**src/rtl/tff_write_scheduler.sv**
```systemverilog
// Round-robin scheduler that shares one external T-flop bank between NREQ writers.
// Issues t = target ^ q, checks read-back, and retries up to MAX_RETRY times.

module tff_ws_lane #(
  parameter int WIDTH = 8
) (
  input  logic             req_i,
  input  logic             mask_i,
  input  logic             sel_i,
  input  logic [WIDTH-1:0] wdata_i,
  output logic             elig_o,
  output logic [WIDTH-1:0] data_o
);
  // A requester finishing this cycle sits out one arbitration round.
  assign elig_o = req_i & ~mask_i;
  assign data_o = sel_i ? wdata_i : '0;
endmodule

module tff_write_scheduler #(
  parameter int NREQ      = 4,
  parameter int WIDTH     = 8,
  parameter int MAX_RETRY = 2
) (
  input  logic                  clk,
  input  logic                  rst,
  input  logic [NREQ-1:0]       req,
  input  logic [NREQ*WIDTH-1:0] wdata,
  input  logic [WIDTH-1:0]      q_in,
  output logic [WIDTH-1:0]      t_out,
  output logic [NREQ-1:0]       gnt,
  output logic [NREQ-1:0]       done,
  output logic                  err,
  output logic                  busy
);
  localparam int PW = (NREQ > 1) ? $clog2(NREQ) : 1;
  localparam int RW = (MAX_RETRY > 0) ? $clog2(MAX_RETRY + 1) : 1;
  localparam logic [RW-1:0] MAXR    = RW'(MAX_RETRY);
  localparam logic [PW-1:0] PTR_RST = PW'(NREQ - 1);

  typedef enum logic [1:0] {IDLE, TOGGLE, CHECK} state_t;

  state_t                       state_q, state_d;
  logic [PW-1:0]                ptr_q, ptr_d;
  logic [RW-1:0]                retry_q, retry_d;
  logic [WIDTH-1:0]             data_q, data_d;
  logic [NREQ-1:0]              gnt_q, gnt_d;
  logic [NREQ-1:0]              done_q, done_d;
  logic                         err_q, err_d;

  logic [NREQ-1:0]              elig;
  logic [NREQ-1:0]              win_oh;
  logic                         win_found;
  logic [PW-1:0]                win_idx;
  logic [NREQ-1:0][WIDTH-1:0]   lane_data;
  logic [WIDTH-1:0]             win_data;

  for (genvar g = 0; g < NREQ; g++) begin : g_lane
    tff_ws_lane #(.WIDTH(WIDTH)) u_lane (
      .req_i   (req[g]),
      .mask_i  (done_q[g]),
      .sel_i   (win_oh[g]),
      .wdata_i (wdata[g*WIDTH +: WIDTH]),
      .elig_o  (elig[g]),
      .data_o  (lane_data[g])
    );
  end

  // Scan upward from the last winner so priority rotates.
  always_comb begin
    logic [PW-1:0] idx;
    win_found = 1'b0;
    win_idx   = ptr_q;
    win_oh    = '0;
    idx       = '0;
    for (int off = 1; off <= NREQ; off++) begin
      idx = PW'((int'(ptr_q) + off) % NREQ);
      if (!win_found && elig[idx]) begin
        win_found   = 1'b1;
        win_idx     = idx;
        win_oh[idx] = 1'b1;
      end
    end
  end

  always_comb begin
    win_data = '0;
    for (int i = 0; i < NREQ; i++) win_data |= lane_data[i];
  end

  always_comb begin
    state_d = state_q;
    ptr_d   = ptr_q;
    retry_d = retry_q;
    data_d  = data_q;
    gnt_d   = gnt_q;
    done_d  = '0;
    err_d   = 1'b0;
    case (state_q)
      IDLE: begin
        if (win_found) begin
          state_d = TOGGLE;
          gnt_d   = win_oh;
          ptr_d   = win_idx;
          data_d  = win_data;
          retry_d = '0;
        end
      end
      TOGGLE: state_d = CHECK;
      CHECK: begin
        if (q_in == data_q) begin
          done_d  = gnt_q;
          gnt_d   = '0;
          state_d = IDLE;
        end else if (retry_q < MAXR) begin
          retry_d = retry_q + RW'(1);
          state_d = TOGGLE;
        end else begin
          done_d  = gnt_q;
          err_d   = 1'b1;
          gnt_d   = '0;
          state_d = IDLE;
        end
      end
      default: begin
        state_d = IDLE;
        gnt_d   = '0;
      end
    endcase
  end

  always_ff @(posedge clk or negedge rst) begin
    if (!rst) begin
      state_q <= IDLE;
      ptr_q   <= PTR_RST;
      retry_q <= '0;
      data_q  <= '0;
      gnt_q   <= '0;
      done_q  <= '0;
      err_q   <= 1'b0;
    end else begin
      state_q <= state_d;
      ptr_q   <= ptr_d;
      retry_q <= retry_d;
      data_q  <= data_d;
      gnt_q   <= gnt_d;
      done_q  <= done_d;
      err_q   <= err_d;
    end
  end

  // Toggle enables only exist in TOGGLE so reset silences them immediately.
  assign t_out = (state_q == TOGGLE) ? (data_q ^ q_in) : '0;
  assign gnt   = gnt_q;
  assign done  = done_q;
  assign err   = err_q;
  assign busy  = (state_q != IDLE);
endmodule
```
**config.mk**
```make
export PLATFORM = sky130hd
export DESIGN_NAME = tff_write_scheduler
export DESIGN_NICKNAME = d
export VERILOG_FILES = /design/src/rtl/tff_write_scheduler.sv
export SDC_FILE = /design/constraint.sdc
export NUM_CORES = 1
export LEC_CHECK = 0
export CAP_MARGIN = 30
export CORE_ASPECT_RATIO = 0.75
export CORE_MARGIN = 4
export CORE_UTILIZATION = 44
export CTS_CLUSTER_DIAMETER = 60
export DETAILED_ROUTE_END_ITERATION = 6
export MAX_ROUTING_LAYER = met4
export PLACE_DENSITY = 0.9
export SYNTH_ARGS = -nofsm -noshare
export SYNTH_HDL_FRONTEND = slang
export SYNTH_SLANG_ARGS = --single-unit
export TNS_END_PERCENT = 10
```
**constraint.sdc**
```tcl
create_clock -name clk -period 3.3 [get_ports clk]
set_clock_uncertainty 0.15 [all_clocks]
set_input_delay 0.66 -clock clk [delete_from_list [all_inputs] [get_ports clk]]
set_output_delay 0.66 -clock clk [all_outputs]
set_load 0.02 [all_outputs]
```
---- After elaboration in Yosys (flattened, before gate mapping) ----
Index checks and enable logic that the tools add are counted.
storage, ports and cells
  flip-flop bits (word level) ............. 23
  latch bits .............................. 0
  bits in writable memories ............... 0
  memory bits (read-only) ................. 0
  logic and storage cells ................. 113
  memories kept ........................... 0
operators by class
  add/sub/neg operators ................... 5
  multiply operators ...................... 0
  divide/modulo/power cells ............... 0
  magnitude comparators ................... 9
  equal/unequal tests ..................... 7
  shift operators ......................... 0
  multiplexer cells ....................... 51
  bitwise logic cells ..................... 16
  reduce and logical (&&, ||, !) cells .... 18
operators with widths
  kind                   count
  $mux W4                10
  $mux W8                5
  $or A8 B8 Y8           3
  $mux W1                17
  $mux W2                8
  $lt A2 B3 Y1 const B   4
  $or A4 B4 Y4           3
  $pmux W4 S3            1
  $bmux W1 S2            4
  $demux W1 S2           4
  $eq A8 B8 Y1           1
  $ge A2 B1 Y1 const B   4
  $xor A8 B8 Y8          1
  $logic_and A1 B1 Y1    7
  $add A2 B1 Y2 const B  3
  $ne A2 B2 Y1 const B   3
  $pmux W2 S3            1
  $reduce_and A3 Y1      2
  $not A1 Y1             5
  $add A2 B2 Y2 const B  2
  $and A1 B1 Y1          4
  $pmux W2 S2            1
  $reduce_and A4 Y1      1
  $reduce_bool A2 Y1     2
  8 further kinds        10

---- Depth between registers and ports, before layout ----
  word-level depth ........................ 18
  gate-level depth with buffers ........... 10
  mapped depth without buffers ............ 8

---- By module ----
Synthesis repeated with hierarchy kept, for this count alone.
second synthesis, totals
  cell total of the unflattened synthesis .. 204
  area, all modules ....................... 1829.3 µm²
by module, submodules not included
  module               times used  cells each  area an instance (µm²)  seq. area each (µm²)
  tff_write_scheduler  1           168         1604.0                  578.1
  tff_ws_lane          4           9           56.3                    0.0

---- Worst setup path after synthesis ----
No wires, ideal clock.
  path type ............................... flip-flop to flip-flop
  start ................................... register ptr_q[0]
  end ..................................... register data_q[0]
  setup time .............................. 141 ps
  arrival ................................. 2648 ps
  required time ........................... 3009 ps
  path slack .............................. 361 ps
  cell stages (with the launch flop) ...... 10
  path buffers ............................ 2
  clock period less this slack ............ 2939 ps
  cell sequence ........................... dfstp_2 -> buf_2 -> inv_1 -> ha_1 -> clkbuf_2 -> mux4_2 -> a22oi_4 -> nand4_4 -> a222oi_1 -> a31oi_1
on the way
  cells in the longest elaborated chain, start to end .. 17
ends and longest elaborated chain
  element                                                RTL line  RTL
  start: declaration                                     43        logic [PW-1:0] ptr_q, ptr_d;
  start signal: assignment                               142       ptr_q <= ptr_d;
  branches (longest 17 deep; another with $lt A2 B3 Y1)  -
  end signal: assignment                                 144       data_q <= data_d;
  end: declaration                                       45        logic [WIDTH-1:0] data_q, data_d;
Several ways; the timed one is not identified. The select of a mux whose other input is x is not followed.
A chain may end at the register's enable or synchronous reset.

---- Final worst setup path ----
  start ................................... register ptr_q[1]
  end ..................................... register data_q[5]
Same word-level chain as after synthesis.

==> flow_metrics.py <==
metrics = {
    "clock_tree": {
        "cts_made_buffers": 3,
        "cts_root_buffer": "clkbuf_8",
        "clock_path_buffers": 2,
        "path_clk_slew_ps": 80,
        "ctsResizeCount": 0,
        "insertion_delay_ps": 260,
        "cts_setup_buffers": 0,
        "numClockSinks": 23,
        "htreeDepth": 1,
        "holdBufCountCts": 0,
        "cts_tree": "done",
    },
    "worst_setup_path": {
        "crit_type": "flip-flop to flip-flop",
        "reg2reg_from": "ptr_q[1]",
        "arrival_ps": 3090,
        "cp_data_required_time_ps": 3290,
        "r2r_cells": 7,
        "cp-start-kind": "flip-flop",
        "max_stage_delay_ps": 650,
        "r2r_end": "data_q[5]",
        "endpoint_kind": "flip-flop",
        "r2r_slack_ps": 200,
        "slowest_stage": "dfstp_2",
        "path_cells": "inv_2 -> ha_1 -> mux4_2 -> a22oi_1 -> nand3_2 -> a222oi_1 -> a31oi_1",
        "crit_path_start": "ptr_q[1]",
        "critPathMaxFanout": 10,
    },
    "timing": {
        "tns_ps": 0,
        "setup_viol": 0,
        "relSlewSlack_pct": 72.71,
        "fin_hold_ws_ps": 368.3,
        "finalMaxSlewViolations": 0,
        "finalHoldViolCount": 0,
        "worst_slew_pin_slew_ps": 407.8,
        "period_needed_ps": 3104,
        "rsz0062_at_grt": "false",
        "min_period_over_period_pct": 94.05,
        "fmax_ghz": 0.3222,
    },
    "run_status": {
        "status": "finished, final reports clean",
    },
    "drt": {
        "ant_nets": 0,
        "drc": 0,
        "dr.first_iter.drc_count": 186,
        "met3WireLength_um": 512,
        "firstDrtPassIters": 5,
        "wl_met2_um": 2259,
        "viasPerCell": 5.555,
        "wl_per_cell_um": 15.59,
        "highest_layer": "met4",
        "met1Wirelength_um": 2054,
        "dr_total_vias": 1722,
        "wl_um": 4834,
    },
    "logic_synthesis": {
        "ys_types": 38,
        "syn_area_mm2": 0.001682,
        "ys_seq_area_share_pct": 34.37,
        "syn-num-nets": 248,
        "ys_ff_latch": 23,
        "synthCells": 194,
        "avgSynthCellArea_um2": 8.668,
        "ys_warn_count": 0,
    },
    "pwr": {
        "p_per_area_mw_per_mm2": 871.3,
        "p_leak_nw": 0.9842,
        "total_power_w": 0.002095,
        "vdd_drop_max_v": 0.0005433,
    },
    "worst_hold_path": {
        "min_delay_path_depth": 2,
        "hold_class": "flip-flop to flip-flop",
        "worstHoldStart": "retry_q[0]",
        "holdPathEnd": "retry_q[1]",
    },
    "floorplanning": {
        "initial_core_util_pct": 45.93,
        "num_io_pins": 64,
        "die_h_um": 61.54,
        "die_area_mm2": 0.004885,
        "die_x_um": 79.39,
        "core-area_mm2": 0.003661,
        "fp-row-count": 19,
    },
    "final_layout": {
        "fill_cells": 319,
        "drive_gt1_share_pct": 9.302,
        "num-nets-final": 313,
        "antenna_cells": 0,
        "area_growth_pct": 43.01,
    },
    "global_routing": {
        "grt_max_degree": 24,
        "antenna_found_initial": 0,
        "grt_use_total_pct": 21.77,
        "grt_pass1_vias": 1744,
        "grt_pass1_wl_um": 7948,
        "grt_overflow": 0,
    },
    "place": {
        "gp_congestion": 0.8824,
        "dp_hpwl_um": 3880,
        "portBuffers": 63,
    },
    "job": {
        "cap_violations": 0,
    },
}
==> layout make-up <==
cell class,instances,area (µm²),share of cell area (%)
Inverter,10,37.54,1.561
Tap cell,52,65.06,2.706
Multi-Input combinational cell,151,996.0,41.42
Clock buffer,4,45.04,1.873
Timing Repair Buffer,70,683.2,28.41
Sequential cell,23,578.1,24.04
==> worst max path at each step <==
stage,depth (start not counted),endpoint
floorplan,9,data_q[0]
global placement,8,data_q[3]
detailed placement,8,data_q[5]
CTS,7,data_q[5]
global route,7,data_q[0]
finish,7,data_q[5]
==> where the power goes <==
group,total (W),switching [W],internal [W],leakage [nW]
registers,0.000484,0.0000830,0.000401,0.286
clock network,0.000172,0.0000862,0.0000861,0.0228
logic,0.00144,0.000836,0.000603,0.675
==> per-stage QoR <==
step | std cells | worst slack [ps] | util (%) | cell area (µm²)
2_1_floorplan | 194 | 361.3 | - | 1682
4_1_cts | 310 | 234.2 | 65.69 | 2405
6_report | 310 | 196.5 | 65.69 | 2405
3_5_place_dp | 306 | 184.3 | 64.46 | 2360
5_1_grt | 310 | 37.16 | 65.69 | 2405
3_3_place_gp | 306 | 261.7 | 64.46 | 2360
==> synthesized netlist by cell type <==
master | n | area share, %
nand2b_1 | 6 | 2.2
dfstp_2 | 2 | 3.1
a21oi_1 | 7 | 2.1
buf_4 | 4 | 1.8
a31oi_1 | 8 | 3.0
a2111oi_1 | 1 | 0.60
xnor2_1 | 9 | 4.7
a222oi_1 | 8 | 4.8
clkbuf_2 | 1 | 0.30
nand4_4 | 2 | 2.5
inv_2 | 1 | 0.22
clkbuf_1 | 2 | 0.45
nand3_1 | 3 | 0.89
and3_1 | 2 | 0.74
o311ai_0 | 1 | 0.52
mux4_2 | 2 | 2.7
a211oi_1 | 2 | 0.89
nor2_1 | 27 | 6.0
nor2b_1 | 2 | 0.74
ha_1 | 8 | 6.0
nand2_1 | 23 | 5.1
or3_2 | 1 | 0.45
nor2_2 | 1 | 0.37
nand4_1 | 2 | 0.74
a22oi_1 | 2 | 0.89
o21ai_0 | 11 | 3.3
and2b_1 | 2 | 0.89
nand3_2 | 2 | 1.2
o211a_1 | 1 | 0.60
mux2_2 | 1 | 0.67
dfrtp_1 | 21 | 31
a22oi_4 | 1 | 1.3
or3_1 | 3 | 1.1
a22oi_2 | 1 | 0.74
buf_2 | 1 | 0.30
inv_1 | 9 | 2.0
nor3_1 | 12 | 3.6
buf_6 | 2 | 1.3
==> worst max-delay path: cells and delay by family (launching register included) <==
family | cells | cell delay (ps)
AO/OA/AOI/OAI | 3 | 700
flip-flops | 1 | 650
multiplexers | 1 | 630
adder cells (fa/ha/maj) | 1 | 460
AND/OR/NAND/NOR | 1 | 230
buffers and inverters | 1 | 140
==> flip-flops by register name, summed over array words and instances, names as in the netlist <==
signal / count
data_q: 8
done: 4
err: 1
gnt: 4
ptr_q: 2
retry_q: 2
state_q: 2
==> cells in the final DEF, fill, tap and decap left out, types with 6 or more instances in the layout <==
cell / instances
nand2b_1: 6
xnor2_1: 9
o21ai_0: 11
buf_4: 7
nand2_1: 23
inv_1: 9
dfrtp_1: 21
nor3_1: 12
ha_1: 8
clkdlybuf4s50_1: 63
nor2_1: 27
a31oi_1: 8
a222oi_1: 8
a21oi_1: 7
==> logic make-up after synthesis <==
group	count (synthesis)	synth area share (%)
AO/OA/AOI/OAI	43	18.60
XOR/XNOR	9	4.688
adder cells (fa/ha/maj)	8	5.953
buffers and inverters	20	6.398
flip-flops	23	34.37
multiplexers	3	3.348
AND/OR/NAND/NOR	88	26.64
==> metal layers <==
| metal | vias to the layer above | track usage (%) |
|---|---|---|
| met2 | 103 | 37.05 |
| met1 | 798 | 26.13 |
| li1 | 819 | - |
| met4 | 0 | 4.167 |
| met5 | - | - |
| met3 | 2 | 6.579 |
(Power assumes the default switching activity.)
==> RTL change, RTL diff (config.mk and constraints unchanged) <==
Set the parameter `NREQ` to 8 (it was 4).
--- a/src/rtl/tff_write_scheduler.sv
+++ b/src/rtl/tff_write_scheduler.sv
@@ -19,3 +19,3 @@
 module tff_write_scheduler #(
-  parameter int NREQ      = 4,
+  parameter int NREQ      = 8,
   parameter int WIDTH     = 8,
Ports: changed (resized done, gnt, req and wdata); port bits go from 64 to 108. No check against the original RTL was run, so the function may have changed too.
==> RTL change against the unedited design <==
The run now ends with negative setup slack left. Cell count increased by 130%. Hold slack got worse by 0.030 ns. Sequential power increased by 44%. Clock power increased by 120%. Routed wire length increased to 3.7 times the old value. Critical path depth increased by 5. Combinational power increased to 4.7 times the old value. Power increased to 3.7 times the old value. Sequential cell count increased by 9. Setup slack got worse by 0.59 ns. Design area increased by 150%. Global-route usage increased by 13 points. Non-clock buffer count increased by 167. Synthesized area increased by 110%.
==> RTL change: results (changes against the unedited design) <==
Status = finished, violations left
Failing checks = negative setup slack
Sequential share of cell area = 13.5% (-11 points)
Layout non-clock buf frac = 35.2% (+6.8 points)
Tap Count = 101 (+94%)
Clk_lat worst skew = 0.29 ns (+0.03 ns)
DR WL met2 = 7960 um (+250%)
Starting Density = 46.1% (+0.18 points)
Max Used Layer = met4
R2R Setup Slk = -0.35 ns (-0.55 ns)
Met2 usage = 53.7% (+17 points)
Clock buffers = 5 (+1)
Hold Crit Depth = 1 (-1)
Final worst slack = -0.392 ns (-0.588 ns)
GR Util All Layers = 35.3% (+13 points)
Routed vias/inst = 6.81 (+23%)
DP HPWL = 12200 um (+210%)
Worst slew pin tran = 0.474 ns (+0.0660 ns)
Largest delay share family, worst path = simple AND/OR/NAND/NOR gates
FILL cells = 434 (+36%)
Slowest library cell on the worst path = or4_4
CTS Sinks = 32 (+39%)
Netlist cell types = 68 (+79%)
Lkg Pwr = 2.56 nW (+160%)
Buffers, non-clock = 237 (+240%)
Syn nets = 483 (+95%)
Reg2Reg Depth = 11 (+4)
Share of layout cells above drive strength 1 = 35.0% (+26 points)
First-pass GRT wire length = 24700 um (+210%)
Signal inverters = 26 (+16)
Hold path endpoint = retry_q[0]$_DFFE_PN0P_
Placed Area = 0.00536 mm^2 (+130%)
Clock network area share = 1.87% (about the same)
Initial antenna violation count = 0 (unchanged)
Iteration-0 DRC Markers = 769 (+310%)
Multi-input combinational area share = 45.4% (+4.0 points)
Port Buf Inserts = 107 (+70%)
Nets = 696 (+120%)
RR Startpoint = ptr_q[0]$_DFFE_PN1P_
Drt pass-1 iters = 6 (+1)
GRT met3 Usage = 9.07% (+2.5 points)
Reg2Reg Capture Point = data_q[0]$_DFFE_PN0P_
Final wirelength = 17800 um (+270%)
Setup violations, final = 20 (+20)
CP Max Fanout = 9 (-1)
DRT met1 WL = 6210 um (+200%)
Multi-In Gates = 306 (+100%)
Slowest stage delay, CP = 0.60 ns (-0.05 ns)
Commonest cells in the netlist = 37 x nor2_1, 29 x dfrtp_1, 24 x inv_1, 24 x mux2i_1, 17 x o21ai_0
Ranking of synthesized cells by area = dfrtp_1 21%, mux4_2 7.8%, mux2i_1 6.9%, nor2_1 4.0%, a222oi_1 2.6%
Hold_ws = 0.339 ns (-0.0298 ns)
Largest net degree at the start of global routing = 33 (+38%)
CTS HTree Levels = 2 (+1)
Vias in the first global route = 4507 (+160%)
Post-synthesis sequential area ratio = 23.3% (-11 points)
-- RTL change: how the worst max path moves through the flow --
stage	slack (ns)	end	startpoint
after floorplan	-0.51	data_q[0]$_DFFE_PN0P_	ptr_q[0]$_DFFE_PN1P_
after global placement	-0.86	data_q[0]$_DFFE_PN0P_	req[6]
after detailed placement	-0.96	data_q[0]$_DFFE_PN0P_	req[3]
after CTS	-0.25	data_q[5]$_DFFE_PN0P_	ptr_q[1]$_DFFE_PN1P_
after global routing	-0.53	data_q[0]$_DFFE_PN0P_	req[1]
final	-0.39	data_q[0]$_DFFE_PN0P_	req[1]
-- RTL change: timing repair --
item	CTS	global route
endpoints found under the setup margin	22	22
setup buffers	9	9
pin swaps	15	14
gates resized for setup	55	32
gates cloned	0	0
-- RTL change: logic make-up (layout without fill, tap and decap cells) --
| logic type | Yosys count | after routing | synth area share, % |
|---|---|---|---|
| and+or+nand+nor | 124 | 124 | 19.1 |
| buffers and inverters | 57 | 271 | 7.85 |
| xor gates and xnor gates | 13 | 13 | 3.51 |
| adders and majority gates | 6 | 6 | 2.17 |
| AOI/OAI and AO/OA | 121 | 121 | 27.2 |
| muxes | 42 | 42 | 16.9 |
| DFF | 32 | 32 | 23.3 |
-- RTL change: per-stage QoR --
stage	setup WS, ns	util (%)	setup TNS [ns]	std cells
after floorplan	-0.507	-	-7.03	395
after global placement	-0.856	71.5	-13.34	685
after detailed placement	-0.962	71.5	-16.18	685
after CTS	-0.250	76.6	-2.49	702
after global routing	-0.531	79.3	-7.59	710
final	-0.392	79.3	-4.82	710
-- RTL change: power breakdown --
| part | switching (mW) | internal [mW] |
|---|---|---|
| Sequential | 0.156 | 0.539 |
| Clock | 0.158 | 0.223 |
| Combinational | 3.60 | 3.16 |
| Total | 3.91 | 3.92 |
